## config.mk

```make
export PLATFORM = sky130hd
export DESIGN_NAME = dbg_guv_log_arb
export DESIGN_NICKNAME = d
export VERILOG_FILES = /design/src/rtl/dbg_guv_log_arb.sv
export SDC_FILE = /design/constraint.sdc
export NUM_CORES = 1
export LEC_CHECK = 0
export CAP_MARGIN = 20
export CELL_PAD_IN_SITES_DETAIL_PLACEMENT = 0
export CELL_PAD_IN_SITES_GLOBAL_PLACEMENT = 1
export CORE_MARGIN = 2
export CORE_UTILIZATION = 38
export CTS_CLUSTER_DIAMETER = 120
export CTS_CLUSTER_SIZE = 16
export DETAILED_ROUTE_END_ITERATION = 10
export GPL_TIMING_DRIVEN = 0
export PLACE_DENSITY_LB_ADDON = 0.08
export SLEW_MARGIN = 15
export SYNTH_ARGS = -nofsm -noshare
export SYNTH_HDL_FRONTEND = slang
export SYNTH_SLANG_ARGS = --single-unit
```

## constraint.sdc

```tcl
create_clock -name clk -period 6 [get_ports clk]
set_input_delay 1.2 -clock clk [delete_from_list [all_inputs] [get_ports clk]]
set_output_delay 1.2 -clock clk [all_outputs]
set_load 0.1 [all_outputs]
```

## src/rtl/dbg_guv_log_arb.sv

```systemverilog
// rtl/dbg_guv_log_arb.sv - packet-aware round-robin merge of dbg_guv log streams into one uplink
// Defining DBG_GUV_LOG_ARB_HDR_EN prepends a per-source sequence header flit to every packet.
module dbg_guv_log_arb #(
  parameter int N_IN       = 4,
  parameter int DATA_WIDTH = 32,
  localparam int SEL_WIDTH = $clog2(N_IN)
) (
  input  logic                         clk,
  input  logic                         rst,
  input  logic [N_IN*DATA_WIDTH-1:0]   logs_TDATA,
  input  logic [N_IN-1:0]              logs_TVALID,
  input  logic [N_IN-1:0]              logs_TLAST,
  output logic [N_IN-1:0]              logs_TREADY,
  output logic [DATA_WIDTH-1:0]        out_TDATA,
  output logic                         out_TVALID,
  output logic                         out_TLAST,
  output logic [SEL_WIDTH-1:0]         out_TID,
  input  logic                         out_TREADY
);

  typedef enum logic [1:0] {
    S_IDLE,
    S_PASS
`ifdef DBG_GUV_LOG_ARB_HDR_EN
    , S_HDR
`endif
  } state_t;

  localparam logic [SEL_WIDTH:0] N_IN_W = (SEL_WIDTH+1)'(N_IN);

  state_t                 state, state_nxt;
  logic [SEL_WIDTH-1:0]   grant, ptr;
  logic [DATA_WIDTH-1:0]  src_data [N_IN];

  logic                   scan_found;
  logic [SEL_WIDTH-1:0]   scan_idx;
  logic [SEL_WIDTH:0]     cand;

  logic [DATA_WIDTH-1:0]  sb_data [2];
  logic                   sb_last [2];
  logic [SEL_WIDTH-1:0]   sb_tid  [2];
  logic                   sb_rd, sb_wr;
  logic [1:0]             sb_cnt;
  logic                   sb_full, push, pop;
  logic [DATA_WIDTH-1:0]  push_data;
  logic                   push_last;
  logic                   acc_in, acc_last;

  for (genvar i = 0; i < N_IN; i++) begin : g_src
    assign src_data[i] = logs_TDATA[i*DATA_WIDTH +: DATA_WIDTH];
  end

`ifdef DBG_GUV_LOG_ARB_HDR_EN
  logic [7:0] seq [N_IN];
  logic [7:0] hdr_src;
  assign hdr_src = 8'(grant);

  always_ff @(posedge clk) begin
    if (rst) begin
      for (int i = 0; i < N_IN; i++) seq[i] <= 8'd0;
    end else if (acc_last) begin
      seq[grant] <= seq[grant] + 8'd1;
    end
  end
`endif

  // Fullness comes only from the registered occupancy, keeping upstream ready off the uplink path.
  assign sb_full    = (sb_cnt == 2'd2);
  assign pop        = (sb_cnt != 2'd0) && out_TREADY;
  assign out_TVALID = (sb_cnt != 2'd0);
  assign out_TDATA  = sb_data[sb_rd];
  assign out_TLAST  = sb_last[sb_rd];
  assign out_TID    = sb_tid[sb_rd];

  // Iterate from the far end so the candidate closest to ptr wins.
  always_comb begin
    scan_found = 1'b0;
    scan_idx   = '0;
    cand       = '0;
    for (int k = N_IN-1; k >= 0; k--) begin
      cand = {1'b0, ptr} + (SEL_WIDTH+1)'(k);
      if (cand >= N_IN_W) cand = cand - N_IN_W;
      if (logs_TVALID[cand[SEL_WIDTH-1:0]]) begin
        scan_found = 1'b1;
        scan_idx   = cand[SEL_WIDTH-1:0];
      end
    end
  end

  always_ff @(posedge clk) begin
    if (rst) state <= S_IDLE;
    else     state <= state_nxt;
  end

  always_comb begin
    state_nxt = state;
    case (state)
      S_IDLE: begin
        if (scan_found) begin
`ifdef DBG_GUV_LOG_ARB_HDR_EN
          state_nxt = S_HDR;
`else
          state_nxt = S_PASS;
`endif
        end
      end
`ifdef DBG_GUV_LOG_ARB_HDR_EN
      S_HDR:   if (!sb_full) state_nxt = S_PASS;
`endif
      S_PASS:  if (acc_last) state_nxt = S_IDLE;
      default: state_nxt = S_IDLE;
    endcase
  end

  always_comb begin
    logs_TREADY = '0;
    acc_in      = 1'b0;
    acc_last    = 1'b0;
    push        = 1'b0;
    push_data   = src_data[grant];
    push_last   = logs_TLAST[grant];
    if (state == S_PASS) begin
      logs_TREADY[grant] = !sb_full;
      acc_in             = logs_TVALID[grant] && !sb_full;
      acc_last           = acc_in && logs_TLAST[grant];
      push               = acc_in;
    end
`ifdef DBG_GUV_LOG_ARB_HDR_EN
    if (state == S_HDR) begin
      push      = !sb_full;
      push_data = {16'hDB60, seq[grant], hdr_src};
      push_last = 1'b0;
    end
`endif
  end

  always_ff @(posedge clk) begin
    if (rst) begin
      grant <= '0;
      ptr   <= '0;
    end else begin
      if (state == S_IDLE && scan_found) grant <= scan_idx;
      if (acc_last) ptr <= (grant == SEL_WIDTH'(N_IN-1)) ? '0 : grant + 1'b1;
    end
  end

  // Two-entry ring; a push never lands on the head while it is valid, so out_* hold under stall.
  always_ff @(posedge clk) begin
    if (rst) begin
      sb_rd  <= 1'b0;
      sb_wr  <= 1'b0;
      sb_cnt <= 2'd0;
      for (int i = 0; i < 2; i++) begin
        sb_data[i] <= '0;
        sb_last[i] <= 1'b0;
        sb_tid[i]  <= '0;
      end
    end else begin
      if (push) begin
        sb_data[sb_wr] <= push_data;
        sb_last[sb_wr] <= push_last;
        sb_tid[sb_wr]  <= grant;
        sb_wr          <= ~sb_wr;
      end
      if (pop) sb_rd <= ~sb_rd;
      sb_cnt <= sb_cnt + {1'b0, push} - {1'b0, pop};
    end
  end

endmodule

```

# Word-level counts from Yosys, hierarchy flattened

Memories as Yosys holds them, arrays and structs flattened. A register that Yosys moved wholly into a read port is not among the register bits.
Index checks and enable logic that the tools add are counted.
W data, S select, Z words.

RAM bits: 70
Memories: 3
Input port bits: 139
Logic and storage cells: 107
Register bits after elaboration: 10
Output and inout bits: 40

Memory list:

| memory  | depth | width | rd ports | clocked after Yosys merged registers in | wr ports | line | source |
|---|---|---|---|---|---|---|---|
| sb_data | 2     | 32    | 1        | 1                                       | 2        | 39   | `logic [DATA_WIDTH-1:0] sb_data [2];` |
| sb_tid  | 2     | 2     | 1        | 1                                       | 2        | 41   | `logic [SEL_WIDTH-1:0] sb_tid [2];` |
| sb_last | 2     | 1     | 1        | 1                                       | 2        | 40   | `logic sb_last [2];` |

Equal/unequal tests: 5
Bitwise operators: 4
Order comparisons: 11
Reduce and logical (&&, ||, !) cells: 12
Mux-type cells: 56
$add $sub $neg: 10

Operator list:

| cell                  | count |
|---|---|
| $mux W32              | 3 |
| $bmux W32 S2          | 1 |
| $reduce_or A32 Y1     | 1 |
| $mux W1               | 31 |
| $mux W2               | 12 |
| $lt A2 B3 Y1 const B  | 5 |
| $bmux W1 S2           | 6 |
| $ge A3 B3 Y1 const B  | 4 |
| $sub A2 B1 Y2 const B | 4 |
| $add A2 B2 Y3 const B | 2 |
| $logic_and A1 B1 Y1   | 5 |
| $and A4 B4 Y4         | 1 |
| $eq A2 B2 Y1 const B  | 2 |
| $mux W4               | 1 |
| $ne A2 B2 Y1 const B  | 2 |
| $pmux W2 S2           | 1 |
| $add A2 B1 Y3 const B | 1 |
| $ge A2 B3 Y1 const B  | 1 |
| $not A2 Y3            | 1 |
| $add A2 B1 Y2         | 1 |
| $add A2 B1 Y2 const B | 1 |
| $demux W1 S2          | 1 |
| $eq A2 B1 Y1 const B  | 1 |
| $ge A2 B1 Y1 const B  | 1 |
| other kinds (8)       | 9 |

# Longest topological paths before layout

Gate-level depths: netlist of run 1.

Word-level depth: 11
Mapped depth: 9

# Worst setup path after synthesis of run 1

No wires, ideal clock.

Kind: input-to-reg
Start: input port logs_TVALID[1]
End: memory sb_data[0][0] (enable)
Setup time: 0.435 ns
Arrival: 3.276 ns
Data required time: 5.565 ns
Slack: 2.289 ns
Stages: 3
Cells stage by stage: mux4_2 -> nand3_4 -> o21bai_1

RTL lines:

| element     | line | source |
|---|---|---|
| from (decl) | 11   | `input logic [N_IN-1:0] logs_TVALID,` |
| to (decl)   | 39   |  |

# Worst setup path in the final report of run 1

Start: register grant[0]
End: output port logs_TREADY[2]

Word-level cells in the longest chain between the ends: 6

Ends and longest elaborated chain:

| element                                                            | line | source |
|---|---|---|
| from (decl)                                                        | 32   | `logic [SEL_WIDTH-1:0] grant, ptr;` |
| from (signal assigned)                                             | 142  | `if (state == S_IDLE && scan_found) grant <= scan_idx;` |
| $lt A2 B3 Y1 (implied by the code) or $ge A2 B1 Y1 (tied branches) | 123  | `logs_TREADY[grant] = !sb_full;` |
| $logic_and A1 B1 Y1 (implied by the code)                          | 123  |  |
| $mux W1 (implied by the code)                                      | 123  |  |
| $demux W1 S2 *                                                     | 123  |  |
| $and A4 B4 Y4 (no line) *                                          | --   |  |
| $mux W4 *                                                          | 122  | `if (state == S_PASS) begin` |
| to (decl)                                                          | 13   | `output logic [N_IN-1:0] logs_TREADY,` |

Every way passes the cells marked *; elsewhere a longest branch is shown, timed or not.

==> results of run 1 <==
## cells in the mapped netlist
cell      instances  area [um2]
ha_1              6        75.1
nor3_1            1        5.00
nor2b_2          17         149
nor2_1           10        37.5
o21bai_1          1        7.51
a31o_2            1        8.76
mux2_2           35         394
nor4_1            3        18.8
and3_1            4        25.0
nor3b_1           1        7.51
o22ai_1           1        6.26
or3b_1            1        8.76
buf_6             4        45.0
buf_12            1        20.0
nand3_4           1        17.5
nor2b_4          10         138
nand2b_1          3        18.8
or2_2             1        6.26
buf_2             4        20.0
xnor2_1           2        17.5
buf_1             3        11.3
nor2b_1           6        37.5
mux2i_1           1        10.0
clkbuf_1         11        41.3
a21oi_1           7        35.0
dfxtp_1          10         200
nand2_1           4        15.0
edfxtp_1         70        2100
mux4_2           34         766
a41o_1            1        10.0
inv_1             7        26.3
or3_1             1        6.26
a2111o_1          1        11.3
nand4_1           1        6.26
or4_1             1        7.51
and2_1           33         206
xor2_1            2        17.5
## logic make-up after synthesis
| kind of cell | count (synthesis) | share of synthesized area |
|---|---|---|
| compound gates | 12 | 0.0174 |
| buf+inv | 30 | 0.0361 |
| fa+ha+maj | 6 | 0.0166 |
| mux | 70 | 0.258 |
| flops | 80 | 0.508 |
| xor+xnor | 4 | 0.00773 |
| simple gates | 98 | 0.157 |
## worst register-to-register path, delay by kind of cell, from the launching register on
| family | cells | cell delay, ns |
|---|---|---|
| buf+inv | 2 | 0.74 |
| mux | 1 | 0.30 |
| simple gates | 3 | 0.90 |
| flops | 1 | 0.35 |
## placed cells by master (no fill, tap or decap), types with 2 or more instances in the layout
cell type	instances
a21oi_1	7
and2_1	33
and3_1	4
buf_1	3
buf_12	3
buf_2	4
buf_6	4
clkbuf_1	14
clkbuf_16	9
clkbuf_8	4
clkdlybuf4s50_1	177
dfxtp_1	10
edfxtp_1	70
ha_1	6
inv_1	7
mux2_2	35
mux4_2	34
nand2_1	4
nand2b_1	3
nor2_1	10
nor2b_1	6
nor2b_2	17
nor2b_4	10
nor4_1	3
xnor2_1	2
xor2_1	2
## metrics by stage
step | hold WS [ns] | setup slack [ns] | total power (uW) | instance area [um2] | std cells
2_1_floorplan | 0.448 | 2.29 | 1540 | 4540 | 300
3_3_place_gp | 0.480 | 0.545 | 1840 | 6490 | 620
3_5_place_dp | 0.488 | 1.91 | 1850 | 6540 | 622
4_1_cts | 0.508 | 1.56 | 2380 | 6830 | 638
5_1_grt | 0.537 | 1.41 | 2450 | 6830 | 638
6_report | 0.505 | 1.64 | 2360 | 6830 | 638
## area by class of cell
| cell class | instances | area share |
|---|---|---|
| clock buffers | 16 | 0.0427 |
| well taps | 143 | 0.0262 |
| multi-input cells | 190 | 0.305 |
| flip-flops and latches | 80 | 0.337 |
| inverters | 7 | 0.00385 |
| repair buffers | 179 | 0.265 |
| plain buffers | 23 | 0.0202 |
## metal layers
| metal | vias up | part of all wire | GRT usage |
|---|---|---|---|
| li1 | 1514 | - | - |
| met1 | 1557 | 0.39 | 0.221 |
| met2 | 106 | 0.51 | 0.321 |
| met3 | 13 | 0.080 | 0.0466 |
| met4 | 0 | 0.016 | 0.0618 |
| met5 | - | 0 | 0 |
## power by group
part,internal [uW],switching (uW)
Sequential,671,18.1
Clock,326,205
Combinational,376,761
## sequential cells by signal, summed over array words and instances, names as in the netlist, named ones only
| name | flops |
|---|---|
| sb_rd | 1 |
| sb_tid | 4 |
| sb_wr | 1 |
| sb_last | 2 |
| sb_data | 64 |
| sb_cnt | 2 |
| ptr | 2 |
| grant | 2 |
| state | 1 |
## worst paths after layout
kind	cells after the start	slack (ns)	endpoint	startpoint
setup / recovery	6	1.64	logs_TREADY[2]	grant[0]$_SDFFE_PP0P_
hold / removal	2	0.51	ptr[0]$_SDFFE_PP0P_	ptr[0]$_SDFFE_PP0P_
setup reg to reg	6	3.58	sb_data[0][19]$_SDFFCE_PN0P_	grant[1]$_SDFFE_PP0P_
hold reg to reg	2	0.51	ptr[0]$_SDFFE_PP0P_	ptr[0]$_SDFFE_PP0P_
==> metrics.cfg, run 1 <==
[place]
finalWeightedCongestion=0.772
hpwl_um=8400
port_buffers=177

[pwr]
cellLeakagePower_uw=0.00247
max-vdd-ir-drop_mv=0.352
p_per_area_nw_per_um2=345

[cts]
htree_levels=3
clkLatencyLatePin_ns=0.33
cts_buffer_depth=2
cts_tree=yes
clkTransAtPathRegs_ns=0.06
cts.sinks=80
cts_hold_buf=0
cts_buffers=9
root_buffer=clkbuf_16
cts_resized=0
postCtsSetupRepairBufs=0

[cells_and_area]
final_util=0.593
antennaDiodeCount=0
multi_input_area_um2=2080
drive_gt1_frac=0.253
layout.nets=635
fillers=945
area.sequential_um2=2300
syn_to_final_growth_pct=50.6

[synth]
syn_area_per_cell_um2=15.1
synth.yosys.warnings=0
yosysSeqAreaShare=0.508
synthesis.area_um2=4540
synth_cell_types=37
synthCells=300
synth_fp_nets=445
synth-seq-cells=80

[timing]
slew_violations=0
rsz0062_at_grt=false
finalHoldViolCount=0
worst_pin_slew_ns=1.01
setup_viol=0
slew_headroom=0.323
fin_skew_ns=0.00560
fmax_mhz=230
finalCriticalPeriod_ns=4.36
post-route-period-util=0.726
setup_tns_ns=0

[drt]
post_drt_via_cell_ratio=5.00
wirelength_um=11400
vias=3190
ant_nets=0
wl_per_cell_um=17.8
drc=12
drt-initial-drc-count=118
drtPass1Iterations=8

[global_routing]
grt_pass1_wl_um=18000
grt_max_degree=28
antenna_found_initial=0
first_global_vias=3420
overflow=0
grt_use_total=0.183

[setup_path]
path_delay_family=buffers and inverters
path_cells=buf_6, buf_1, inv_1, ha_1, and3_1, clkdlybuf4s50_1
cp-start-kind=flip-flop
critPathMaxStageDelay_ns=0.97
cp_max_fo=10
worstPathArrival_ns=3.16
cpMaxStageDelayCell=clkdlybuf4s50_1
required_ns=4.80
critical_path.n_buffers_inverters=4
crit_path_end_kind=primary output
crit_type=reg2out

[die]
die_x_um=113
fp.dieH_um=113
rows=39
core_region_area_um2=11500
io_pins=179
dieArea_um2=12800
initial_core_util=0.394

[job]
maxCapViolations=0

[hold_path]
hold_path.class=reg2reg

[run_status]
status=complete, but fails checks
violations=design-rule violations

Power figures use the tool's default switching activity.
==> run 2: changes to the inputs <==
- CORE_UTILIZATION: 38 -> 35
- clock period: 6 -> 4.46 ns (I/O delays scaled with it)
==> metrics.cfg, run 2 (synthesis results as in run 1) <==
[global_routing]
antenna_found_initial=0
grt_use_total=0.165
grt_max_degree=32
first_global_vias=3383
grt_pass1_wl_um=17800
overflow=0

[cells_and_area]
reg_top3=sb_data (64), sb_tid (4)
layout_common_cells=clkdlybuf4s50_1 (177), edfxtp_1 (70), mux2_2 (35)
regMostFlops=sb_data
antennaDiodeCount=0
final_common_cell=clkdlybuf4s50_1
layout.nets=635
area.sequential_um2=2300
fillers=1106
drive_gt1_frac=0.251
final_util=0.543
final_area_um2=6860
final_cell_count_no_fill=667
syn_to_final_growth_pct=51.1
multi_input_area_um2=2080
largest_reg_flops=64

[place]
pre_cts_slack_ns=0.693
dp.cells=651
port_buffers=177
hpwl_um=8400
dpl_cell_area_um2=6580
finalWeightedCongestion=0.765

[drt]
route.layer.met1.wl_um=4140
routed.top_layer=met4
drc=0
wl_met2_um=6140
wirelength_um=11100
drt-initial-drc-count=104
post_drt_via_cell_ratio=4.74
wl_per_cell_um=16.6
drtPass1Iterations=4
vias=3163
ant_nets=0
dr_wl_met3_um=673

[die]
die_x_um=118
fp.dieH_um=118
io_pins=179
dieArea_um2=13900
initial_core_util=0.359
core_region_area_um2=12600
rows=41

[setup_path]
reg2reg_from=grant[1]$_SDFFE_PP0P_
cp_max_fo=10
r2r_cells=6
crit_type=reg2out
path_delay_family=buffers and inverters
cpMaxStageDelayCell=clkdlybuf4s50_1
path_cells=buf_6, buf_1, inv_1, ha_1, and3_1, clkdlybuf4s50_1
cp-start-kind=flip-flop
critical_path.n_buffers_inverters=4
worstPathArrival_ns=3.16
timing.reg2reg.setup_slack_ns=2.13
timing.rr.end=sb_data[0][8]$_SDFFCE_PN0P_
critPathMaxStageDelay_ns=0.97
required_ns=3.57
crit_path_end_kind=primary output

[cts]
cts_resized=0
cts_hold_buf=0
cts_tree=yes
cts_buffers=9
clkLatencyLatePin_ns=0.33
root_buffer=clkbuf_16
postCtsSetupRepairBufs=0
clkTransAtPathRegs_ns=0.05
htree_levels=3
cts.sinks=80
cts_buffer_depth=2

[timing]
worst_pin_slew_ns=1.03
post-route-period-util=0.908
setup_viol=0
rsz0062_at_grt=false
fin_skew_ns=0.00382
slew_headroom=0.312
fmax_mhz=247
finalHoldViolCount=0
slew_violations=0
finalCriticalPeriod_ns=4.05
finalWorstSetupSlack_ns=0.411

[hold_path]
holdPathEnd=ptr[0]$_SDFFE_PP0P_
min-delay-start=ptr[0]$_SDFFE_PP0P_
holdPathStages=2
hold_path.class=reg2reg

[pwr]
cellLeakagePower_uw=0.00246
finalPower_uw=3160
max-vdd-ir-drop_mv=0.467
p_per_area_nw_per_um2=460

[run_status]
status=finished, final reports clean

[job]
maxCapViolations=0

run 2: cell types whose count changed in the layout (fill, tap and decap cells not counted):
| cell | previous run | this run |
|---|---|---|
| bufinv_16 | 0 | 1 |
| clkbuf_1 | 14 | 13 |
| clkbuf_8 | 4 | 0 |
| clkinv_1 | 0 | 2 |
| clkinv_2 | 0 | 2 |
run 2: layout make-up:
class	count	area share
flip-flops and latches	80	0.336
multi-input cells	190	0.304
repair buffers	179	0.264
clock buffers	11	0.0339
well taps	172	0.0314
plain buffers	23	0.0201
clock inverters	5	0.00694
inverters	7	0.00383
run 2: worst min-delay path: cells and delay by family (launching register included):
kind             cells  cell delay (ns)
AO/OA/AOI/OAI        1             0.05
flip-flops           1             0.34
AND/OR/NAND/NOR      1             0.06
run 2: metal layers:
| metal | track usage | up-vias |
|---|---|---|
| met3 | 0.0562 | 6 |
| met4 | 0.0324 | 0 |
| met5 | 0 | - |
| met2 | 0.311 | 96 |
| li1 | - | 1508 |
| met1 | 0.180 | 1553 |
run 2: power breakdown:
| group | internal [uW] | switching, uW |
|---|---|---|
| sequential | 903 | 22.9 |
| combinational | 507 | 1020 |
| clock | 428 | 271 |
| total | 1840 | 1320 |
run 2: stage by stage:
stage,TNS [ns],hold slack (ns)
floorplan,0,0.448
global placement,-25.45,0.476
detailed placement,0,0.493
CTS,0,0.495
global route,0,0.527
finish,0,0.500
run 2: worst max-delay path by stage:
stage | from | cells after the start | slack [ns] | to
global route | grant[0]$_SDFFE_PP0P_ | 6 | 0.18 | logs_TREADY[0]
CTS | grant[0]$_SDFFE_PP0P_ | 6 | 0.32 | logs_TREADY[2]
detailed placement | grant[0]$_SDFFE_PP0P_ | 6 | 0.69 | logs_TREADY[2]
floorplan | logs_TVALID[1] | 3 | 1.06 | sb_data[0][0]$_SDFFCE_PN0P_
global placement | logs_TVALID[3] | 4 | -0.73 | sb_data[0][26]$_SDFFCE_PN0P_
finish | grant[0]$_SDFFE_PP0P_ | 6 | 0.41 | logs_TREADY[0]
